$ cat config.mk
export PLATFORM = sky130hd
export DESIGN_NAME = ub_writeback_deskew_flat
export DESIGN_NICKNAME = d
export VERILOG_FILES = /design/src/rtl/ub_writeback_deskew_if.sv /design/src/rtl/ub_writeback_deskew.sv /design/src/flat_wrapper.sv
export SDC_FILE = /design/constraint.sdc
export NUM_CORES = 1
export LEC_CHECK = 0
export ABC_CLOCK_PERIOD_IN_PS = 1750
export CAP_MARGIN = 40
export CORE_UTILIZATION = 47
export DETAILED_ROUTE_END_ITERATION = 12
export HOLD_SLACK_MARGIN = 0.12
export PLACE_DENSITY = 0.74
export SLEW_MARGIN = 10
export SYNTH_ARGS = -nofsm -noshare
export SYNTH_HDL_FRONTEND = slang
export SYNTH_SLANG_ARGS = --single-unit
$ cat constraint.sdc
create_clock -name clk -period 1.75 [get_ports clk]
set_input_delay 0.525 -clock clk [delete_from_list [all_inputs] [get_ports clk]]
set_output_delay 0.525 -clock clk [all_outputs]
set_load 0.1 [all_outputs]
$ cat src/rtl/ub_writeback_deskew_if.sv
// Array-to-unified-buffer write-back bundle: skewed column partial sums in,
// deskewed row writes and tile status out.
interface ub_writeback_deskew_if #(
    parameter int SIZE              = 8,
    parameter int PARTIAL_SUM_WIDTH = 8 + 4 + 4 + $clog2(SIZE),
    parameter int ADDR_WIDTH        = 6
);
    logic                                Start;
    logic [SIZE-1:0]                     Psum_Valid;
    logic signed [PARTIAL_SUM_WIDTH-1:0] Psum_In [SIZE];
    logic                                Wr_en;
    logic [ADDR_WIDTH-1:0]               Wr_Addr;
    logic signed [PARTIAL_SUM_WIDTH-1:0] Wr_Data [SIZE];
    logic                                Busy;
    logic                                Done;
    logic                                Skew_Err;

    modport master (
        output Start, Psum_Valid, Psum_In,
        input  Wr_en, Wr_Addr, Wr_Data, Busy, Done, Skew_Err
    );

    modport slave (
        input  Start, Psum_Valid, Psum_In,
        output Wr_en, Wr_Addr, Wr_Data, Busy, Done, Skew_Err
    );
endinterface

$ cat src/rtl/ub_writeback_deskew.sv
// Realigns the diagonally skewed column outputs of the systolic array into
// full rows and writes one row per cycle into the unified buffer.
module ub_writeback_deskew #(
    parameter int SIZE              = 8,
    parameter int PARTIAL_SUM_WIDTH = 8 + 4 + 4 + $clog2(SIZE),
    parameter int ADDR_WIDTH        = 6
) (
    input logic                  clk,
    input logic                  rst_n,
    ub_writeback_deskew_if.slave bus
);
    localparam int RW = $clog2(SIZE);
    localparam int W  = PARTIAL_SUM_WIDTH;

    typedef enum logic [1:0] {IDLE, COLLECT, DONE} state_t;

    state_t          state;
    state_t          state_nxt;
    logic            collect;
    logic            enter;
    logic            row_wr;
    logic            skew;
    logic            last_wr;
    logic [RW-1:0]   row_cnt;
    logic [SIZE-1:0] vin;
    logic [SIZE-1:0] al_valid;
    logic [W-1:0]    al_data [SIZE];

    assign collect = state == COLLECT;
    assign enter   = bus.Start && !collect;
    assign vin     = collect ? bus.Psum_Valid : '0;
    assign row_wr  = collect && (&al_valid);
    assign skew    = collect && (|al_valid) && !(&al_valid);

    // Column j waits SIZE-1-j cycles so that all columns of a row line up.
    for (genvar j = 0; j < SIZE; j++) begin : g_col
        localparam int D = SIZE - 1 - j;
        if (D == 0) begin : g_pass
            assign al_data[j]  = bus.Psum_In[j];
            assign al_valid[j] = vin[j];
        end else begin : g_dly
            logic [W-1:0] d_q [D];
            logic [D-1:0] v_q;

            always_ff @(posedge clk or negedge rst_n) begin
                if (!rst_n) begin
                    v_q <= '0;
                    for (int k = 0; k < D; k++) d_q[k] <= '0;
                end else begin
                    d_q[0] <= bus.Psum_In[j];
                    for (int k = 1; k < D; k++) d_q[k] <= d_q[k-1];
                    v_q <= enter ? '0 : ((v_q << 1) | D'(vin[j]));
                end
            end

            assign al_data[j]  = d_q[D-1];
            assign al_valid[j] = v_q[D-1];
        end
    end

    always_ff @(posedge clk or negedge rst_n) begin
        if (!rst_n) state <= IDLE;
        else        state <= state_nxt;
    end

    always_comb begin
        state_nxt = state;
        bus.Busy  = 1'b0;
        bus.Done  = 1'b0;
        unique case (state)
            IDLE: begin
                if (bus.Start) state_nxt = COLLECT;
            end
            COLLECT: begin
                bus.Busy = 1'b1;
                if (last_wr) state_nxt = DONE;
            end
            DONE: begin
                bus.Done  = 1'b1;
                state_nxt = bus.Start ? COLLECT : IDLE;
            end
            default: state_nxt = IDLE;
        endcase
    end

    always_ff @(posedge clk or negedge rst_n) begin
        if (!rst_n) begin
            bus.Wr_en    <= 1'b0;
            bus.Wr_Addr  <= '0;
            bus.Skew_Err <= 1'b0;
            row_cnt      <= '0;
            last_wr      <= 1'b0;
            for (int j = 0; j < SIZE; j++) bus.Wr_Data[j] <= '0;
        end else begin
            bus.Wr_en <= row_wr;
            last_wr   <= row_wr && (row_cnt == RW'(SIZE - 1));
            if (enter) begin
                row_cnt      <= '0;
                bus.Skew_Err <= 1'b0;
            end
            if (row_wr) begin
                bus.Wr_Addr <= {row_cnt, {RW{1'b0}}};
                row_cnt     <= row_cnt + 1'b1;
                for (int j = 0; j < SIZE; j++) bus.Wr_Data[j] <= al_data[j];
            end
            // A partially valid aligned vector means the columns drifted.
            if (skew) bus.Skew_Err <= 1'b1;
        end
    end
endmodule

$ cat src/flat_wrapper.sv
// flat-port wrapper written by rule: the top's interface ports become plain ports
module ub_writeback_deskew_flat 
#(
    parameter int SIZE              = 8,
    parameter int PARTIAL_SUM_WIDTH = 8 + 4 + 4 + $clog2(SIZE),
    parameter int ADDR_WIDTH        = 6
)
  (clk, rst_n, bus_Start, bus_Psum_Valid, bus_Psum_In, bus_Wr_en, bus_Wr_Addr, bus_Wr_Data, bus_Busy, bus_Done, bus_Skew_Err);
  ub_writeback_deskew_if #(.SIZE(SIZE), .PARTIAL_SUM_WIDTH(PARTIAL_SUM_WIDTH), .ADDR_WIDTH(ADDR_WIDTH)) bus_i ();
  input logic clk;
  input logic rst_n;
  input wire logic [$bits(bus_i.Start)-1:0] bus_Start;
  input wire logic [$bits(bus_i.Psum_Valid)-1:0] bus_Psum_Valid;
  input wire logic [$bits(bus_i.Psum_In)-1:0] bus_Psum_In;
  output wire logic [$bits(bus_i.Wr_en)-1:0] bus_Wr_en;
  output wire logic [$bits(bus_i.Wr_Addr)-1:0] bus_Wr_Addr;
  output wire logic [$bits(bus_i.Wr_Data)-1:0] bus_Wr_Data;
  output wire logic [$bits(bus_i.Busy)-1:0] bus_Busy;
  output wire logic [$bits(bus_i.Done)-1:0] bus_Done;
  output wire logic [$bits(bus_i.Skew_Err)-1:0] bus_Skew_Err;
  assign bus_i.Start = bus_Start;
  assign bus_i.Psum_Valid = bus_Psum_Valid;
  assign bus_i.Psum_In = {>>{bus_Psum_In}};
  assign bus_Wr_en = bus_i.Wr_en;
  assign bus_Wr_Addr = bus_i.Wr_Addr;
  assign bus_Wr_Data = {>>{bus_i.Wr_Data}};
  assign bus_Busy = bus_i.Busy;
  assign bus_Done = bus_i.Done;
  assign bus_Skew_Err = bus_i.Skew_Err;
  ub_writeback_deskew #(.SIZE(SIZE), .PARTIAL_SUM_WIDTH(PARTIAL_SUM_WIDTH), .ADDR_WIDTH(ADDR_WIDTH)) u_core (.clk(clk), .rst_n(rst_n), .bus(bus_i));
endmodule
==> impl_metrics.toml, run 1 <==
[route]
drcViolationCount = 0
route.detailed.wl_per_inst_um = 19.8
drt_first_pass_iters = 4
total_number_of_vias = 9497
routed_wirelength_mm = 41.3
drtAntennaViolNets = 0
drt_initial_violations = 371
via_per_inst = 4.55

[die]
initial_core_util_pct = 48.1
num_rows = 75
die_w_um = 210
core_sq_um = 42300
die_height_um = 210
top_level_ports = 325
die_area_sq_um = 44200

[job]
drv.max_cap_violation_count = 0

[critical_path]
crit_required_ns = 2.23
crit_family = "buffers and inverters"
ff2ff_path_depth = 9
cp_max_fo = 7
timing.critical_path.slowest_cell_delay_ns = 0.37
crit_chain = "nand2b_4, buf_4, buf_6, nor3_4, buf_6, buf_12, buf_8, clkbuf_16, mux2_4"
critPathLaunchType = "flip-flop"
crit_type = "flip-flop to flip-flop"
worst_r2r_startpoint = "u_core.state[1]$_DFFE_PN0P_"
worstPathArrival_ns = 2.49
timing.critical_path.buf_inv = 6
cpMostUsedCell = "sky130_fd_sc_hd__buf_6"
rr_endpoint = "u_core.bus.Wr_Data[43]$_DFFE_PN0P_"
crit_path_top_delay_cell = "sky130_fd_sc_hd__dfrtp_1"
reg2reg_setup_slack_ns = -0.26
cp-end-kind = "flip-flop"

[hold_path]
holdPathEnd = "u_core.al_data[107]$_DFF_PN0_"
holdCritPathClass = "flip-flop to flip-flop"
worst_hold_path.num_cells = 0
hold_path.startpoint = "u_core.g_col[2].g_dly.d_q[31]$_DFF_PN0_"

[sta]
clock.fmax_ghz = 0.499
grt_setup_unrepaired = "true"
post-route-period-util_pct = 115
finalClockSkew_ns = 0.0203
finalSetupViolations = 163
final-hold-violation-count = 0
final_period_minus_worst_setup_slack_ns = 2.01
maxSlewViolCount = 0
fin_tns_setup_ns = -24.33
worst_slack_ns = -0.255

[finish]
final_net_count = 1621
layout-area-overhead-vs-synth_pct = 48.3
post_route_cells_drive_above_1_share_pct = 36.3
layout_commonest_cell = "sky130_fd_sc_hd__dfrtp_1"
insertedDiodeCount = 0
most-common-layout-cells = "722 x sky130_fd_sc_hd__dfrtp_1, 183 x sky130_fd_sc_hd__buf_12, 161 x sky130_fd_sc_hd__clkdlybuf4s50_1"

[cts]
clkTransAtPathRegs_ns = 0.06
clock-sinks = 723
clock-root-buffer = "sky130_fd_sc_hd__clkbuf_16"
clock_tree.htree_level_count = 3
ctsLongestPathBuffers = 3
cts_buffers = 70
tritoncts = "done"
clock_latency_late_sink_ns = 0.60

[power]
irDropWorstVdd_mv = 1.36
p_leak_nw = 13.8
pwr_density_cell_nw_per_um2 = 1240

[global_route]
grt_pass1_wl_mm = 58.6
first_global_vias = 10700
grt_remaining_overflow = 0
grt_use_total_pct = 17.7
grt_start_max_net_pins = 88
number_of_antenna_violations_at_the_first_check_in_global_routing = 3

[run_status]
status = "finished with violations"
failed_checks = "negative setup slack"

[placement]
post_placement_setup_slack_ns = -0.582
gp_congestion = 0.747
portBuffers = 321
hpwl_mm = 23.2

[logic_synthesis]
synth_top_area_share_pct = 88.8
synth_cell_type_count = 21
ys_warn_count = 0
largest_cells_by_area_after_synthesis = "sky130_fd_sc_hd__dfrtp_1 89%, sky130_fd_sc_hd__mux2_1 4.6%, sky130_fd_sc_hd__mux2_2 3.9%, sky130_fd_sc_hd__and2_1 0.92%, sky130_fd_sc_hd__buf_6 0.55%"
synthesis.area_sq_um = 20400
yosysSeqAreaShare_pct = 88.8
synth-seq-cells = 723
post_synth_inst_count = 955
synth.largest_area_cell = "sky130_fd_sc_hd__dfrtp_1"
synth.avg_cell_area_sq_um = 21.3
==> worst max path at each step <==
stage	to	cells after the start	from
floorplan	bus_Done	1	u_core.state[0]$_DFFE_PN0P_
global placement	u_core.bus.Wr_Data[18]$_DFFE_PN0P_	6	bus_Psum_Valid[7]
detailed placement	u_core.bus.Wr_Data[83]$_DFFE_PN0P_	6	bus_Psum_Valid[7]
CTS	bus_Busy	4	u_core.state[1]$_DFFE_PN0P_
global route	u_core.bus.Wr_Data[42]$_DFFE_PN0P_	9	u_core.state[1]$_DFFE_PN0P_
finish	u_core.bus.Wr_Data[43]$_DFFE_PN0P_	9	u_core.state[1]$_DFFE_PN0P_
==> where the power goes <==
part	switching, mW	internal, mW
Clock	6.14	8.80
Sequential	0.497	17.6
Combinational	2.56	1.76
==> sequential cells by signal, summed over array words and instances (netlist names) <==
register and cells:
u_core.row_cnt 3, u_core.g_col.g_dly.d_q 418, u_core.last_wr 1, u_core.bus.Wr_Data 152, u_core.al_data 114, u_core.bus.Wr_en 1
u_core.bus.Skew_Err 1, u_core.g_col.g_dly.v_q 28, u_core.bus.Wr_Addr 3, u_core.state 2
==> cells in the mapped netlist <==
cell type,n
sky130_fd_sc_hd__buf_2,7
sky130_fd_sc_hd__buf_4,3
sky130_fd_sc_hd__nand2b_1,1
sky130_fd_sc_hd__dfrtp_1,723
sky130_fd_sc_hd__or4_1,2
sky130_fd_sc_hd__buf_6,10
sky130_fd_sc_hd__mux2_2,71
sky130_fd_sc_hd__clkbuf_1,3
sky130_fd_sc_hd__o2bb2ai_1,1
sky130_fd_sc_hd__nand2_1,1
sky130_fd_sc_hd__mux2i_1,3
sky130_fd_sc_hd__ha_1,2
sky130_fd_sc_hd__nand4_1,2
sky130_fd_sc_hd__inv_1,4
sky130_fd_sc_hd__conb_1,1
sky130_fd_sc_hd__nor3_2,1
sky130_fd_sc_hd__mux2_1,84
sky130_fd_sc_hd__nor2b_1,1
sky130_fd_sc_hd__and2_1,30
sky130_fd_sc_hd__o22ai_1,1
sky130_fd_sc_hd__o21ai_0,4
==> layer usage <==
layer | wire length, um | GRT usage, % | share of wire [%] | up-vias
li1 | - | - | - | 4113
met1 | 15400 | 20.5 | 37 | 5056
met2 | 22400 | 30.5 | 54 | 235
met3 | 2090 | 5.39 | 5.1 | 91
met4 | 1380 | 7.98 | 3.3 | 2
met5 | 11 | 0 | 0.027 | -
==> metrics by stage <==
step	hold WS (ns)	instances	instance area, sq um	utilization, %	power, mW
after floorplan	0.229	957	20400	-	20.2
after global placement	0.331	1883	26400	62.3	22.3
after detailed placement	0.335	1883	26400	62.3	22.4
after CTS	0.321	2031	29000	68.4	37.5
after global routing	0.328	2085	30200	71.4	38.7
final	0.337	2085	30200	71.4	37.4
==> logic make-up (layout without fill, tap and decap cells) <==
family	Yosys count	after routing	share of synthesized area (%)
buffers and inverters	27	578	0.964
adders and majority gates	2	2	0.123
DFF	723	723	88.8
muxes	158	158	8.72
and+or+nand+nor	38	38	1.19
other	1	3	0.0184
AOI/OAI and AO/OA	6	6	0.172
==> timing repair <==
| action | CTS | global route |
|---|---|---|
| gates resized for setup | 10 | 158 |
| hold buffers | 1 | 0 |
| buffers inserted | 23 | 39 |
| pin swaps | 1 | 1 |
| setup endpoints to repair | 162 | 242 |
| hold endpoints to repair | 102 | 0 |
| cloned | 1 | 15 |
==> area by class of cell <==
cell class | count | area (sq um)
inverter | 4 | 17.5
tap | 577 | 722
multi-input combinational | 207 | 2620
clock inverter | 22 | 219
sequential | 723 | 18100
clock buffer | 102 | 2130
timing repair buffer | 450 | 6400
fill | 2402 | 12100
Note: power is estimated with default switching activity, not from simulation.
==> run 2, diff against run 1 <==
CORE_UTILIZATION = 50   (was 47)
DONT_BUFFER_PORTS = 1   (was default)
PLACE_DENSITY = 0.68   (was 0.74)
==> impl_metrics.toml, run 2 (synthesized netlist as in run 1, its figures left out) <==
[route]
drt_first_pass_iters = 4
drtAntennaViolNets = 0
routed_wirelength_mm = 45.9
via_per_inst = 4.75
drt_initial_violations = 497
route.detailed.wl_per_inst_um = 23.1
drcViolationCount = 0
total_number_of_vias = 9441

[global_route]
grt_remaining_overflow = 0
grt_use_total_pct = 20.4
grt_pass1_wl_mm = 62.1
first_global_vias = 10700
number_of_antenna_violations_at_the_first_check_in_global_routing = 2
grt_start_max_net_pins = 724

[critical_path]
timing.critical_path.slowest_cell_delay_ns = 0.38
worstPathArrival_ns = 1.48
cp_max_fo = 8
crit_chain = "nand2b_4, buf_6, inv_4, buf_12"
cp-end-kind = "primary output"
crit_required_ns = 1.22
critPathLaunchType = "flip-flop"
crit_path_top_delay_cell = "sky130_fd_sc_hd__dfrtp_1"
crit_type = "flip-flop to primary output"

[die]
die_area_sq_um = 41600
initial_core_util_pct = 51.0
die_height_um = 204
num_rows = 73
top_level_ports = 325
core_sq_um = 39900
die_w_um = 204

[power]
irDropWorstVdd_mv = 1.03
p_leak_nw = 13.4
p_comb_share_pct = 8.8
pwr_density_cell_nw_per_um2 = 1260
power.switching_fraction_pct = 24.7
power.clock.fraction_pct = 41.0
power.switching_mw = 9.18
cellInternalPower_mw = 28.0
sequentialPowerShare_pct = 50.1

[finish]
layout-area-overhead-vs-synth_pct = 44.6
top_register = "u_core.g_col.g_dly.d_q"
post_route_cells_drive_above_1_share_pct = 36.9
most-common-layout-cells = "666 x sky130_fd_sc_hd__dfrtp_1, 160 x sky130_fd_sc_hd__dlygate4sd3_1, 134 x sky130_fd_sc_hd__mux2_4"
final_net_count = 1573
seqCellArea_sq_um = 18300
layout.filler_cells = 2049
multi_input_area_sq_um = 2610
layout_commonest_cell = "sky130_fd_sc_hd__dfrtp_1"
fin_cells = 1989
largest_register_ff_count = 418

[sta]
final_period_minus_worst_setup_slack_ns = 2.01
final-hold-violation-count = 548
post-route-period-util_pct = 115
tightest_slew_ns = 1.76
maxSlewViolCount = 205
finalClockSkew_ns = 0.0235
clock.fmax_ghz = 0.498
fin_worst_hold_slack_ns = -0.352
timing.max_slew.rel_slack_pct = -17.3
grt_setup_unrepaired = "true"
worst_slack_ns = -0.258
finalSetupViolations = 162
fin_tns_setup_ns = -9.31

[cts]
clock-root-buffer = "sky130_fd_sc_hd__clkbuf_16"
clock-sinks = 723
ctsLongestPathBuffers = 3
clock_latency_late_sink_ns = 0.59
clkTransAtPathRegs_ns = 0.06
clock_tree.htree_level_count = 3
cts_hold_buffers = 160
tritoncts = "done"
cts_buffers = 71

[placement]
hpwl_mm = 20.4
dp.cells = 1632
portBuffers = 0
gp_congestion = 0.770

[run_status]
failed_checks = "negative hold slack, max-slew violations, negative setup slack"
status = "finished with violations"

[hold_path]
holdCritPathClass = "input port to async pin"

[job]
drv.max_cap_violation_count = 0
==> run 2: cell count changes in the layout (fill, tap and decap cells not counted), sizes merged, moves of 2 or more <==
cell           change
dlygate4sd3      +159
inv                +3
clkinvlp           -2
clkdlybuf4s50    -161
clkbuf            +36
diode              +2
buf               -82
==> run 2: final timing paths <==
kind	cells after the start	end	startpoint	slack (ns)
worst max-delay path	4	bus_Busy	u_core.state[1]$_DFFE_PN0P_	-0.26
worst max register to register	7	u_core.bus.Wr_Data[113]$_DFFE_PN0P_	u_core.state[1]$_DFFE_PN0P_	-0.11
worst min register to register	0	u_core.g_col[1].g_dly.d_q[46]$_DFF_PN0_	u_core.g_col[1].g_dly.d_q[65]$_DFF_PN0_	0.33
min in group clk	3	u_core.bus.Skew_Err$_DFFE_PN0P_	bus_Psum_Valid[7]	0.30
max in group asynchronous	0	u_core.bus.Wr_Data[8]$_DFFE_PN0P_	rst_n	0.47
worst min-delay path	0	u_core.g_col[3].g_dly.d_q[67]$_DFF_PN0_	rst_n	-0.35
==> run 2: final cells by class <==
cell class	count	area share [%]
Sequential cell	723	62.0
Timing Repair Buffer	401	18.9
Multi-Input combinational cell	207	8.85
Clock buffer	103	7.16
Tap cell	525	2.23
Clock inverter	24	0.815
Inverter	4	0.0595
Antenna cell	2	0.0170
==> run 2: critical path, delay by kind of cell (launching register included) <==
family / cells / cell delay (ns)
simple gates: 1 / 0.15
flops: 1 / 0.38
buf+inv: 3 / 0.36
==> run 2: what timing repair did <==
| item | in CTS | in global routing |
|---|---|---|
| gates resized for setup | 118 | 203 |
| gates cloned | 4 | 14 |
| setup endpoints to repair | 144 | 270 |
| setup buffers | 21 | 30 |
| endpoints found under the hold margin | 883 | 723 |
| pin swaps | 1 | 1 |
==> run 2: power groups by stage <==
| stage | combinational [mW] | clock [mW] | sequential [mW] |
|---|---|---|---|
| 3_5_place_dp | 2.67 | 0 | 18.8 |
| 2_1_floorplan | 0.258 | 0 | 19.9 |
| 5_1_grt | 3.36 | 16.2 | 18.7 |
| 3_3_place_gp | 1.40 | 0 | 19.4 |
| 4_1_cts | 3.06 | 15.4 | 18.6 |
| 6_report | 3.28 | 15.3 | 18.6 |
==> run 2: layer usage <==
layer	vias to the layer above	track usage, %	routed length (um)
li1	4011	-	-
met1	5041	22.6	16500
met2	278	36.3	25400
met3	111	5.44	2280
met4	0	9.88	1720
met5	-	0	0
==> run 2: metrics by stage <==
step	setup slack [ns]	cell area [sq um]	hold slack (ns)	util [%]	power (mW)
5_1_grt	-0.319	29500	-0.389	73.8	38.3
4_1_cts	-0.268	28400	-0.387	71.1	37.0
2_1_floorplan	0.0314	20400	0.229	-	20.2
3_5_place_dp	-0.0718	23900	0.242	59.8	21.5
6_report	-0.258	29500	-0.352	73.8	37.2
3_3_place_gp	-0.0173	22300	0.240	55.7	20.8
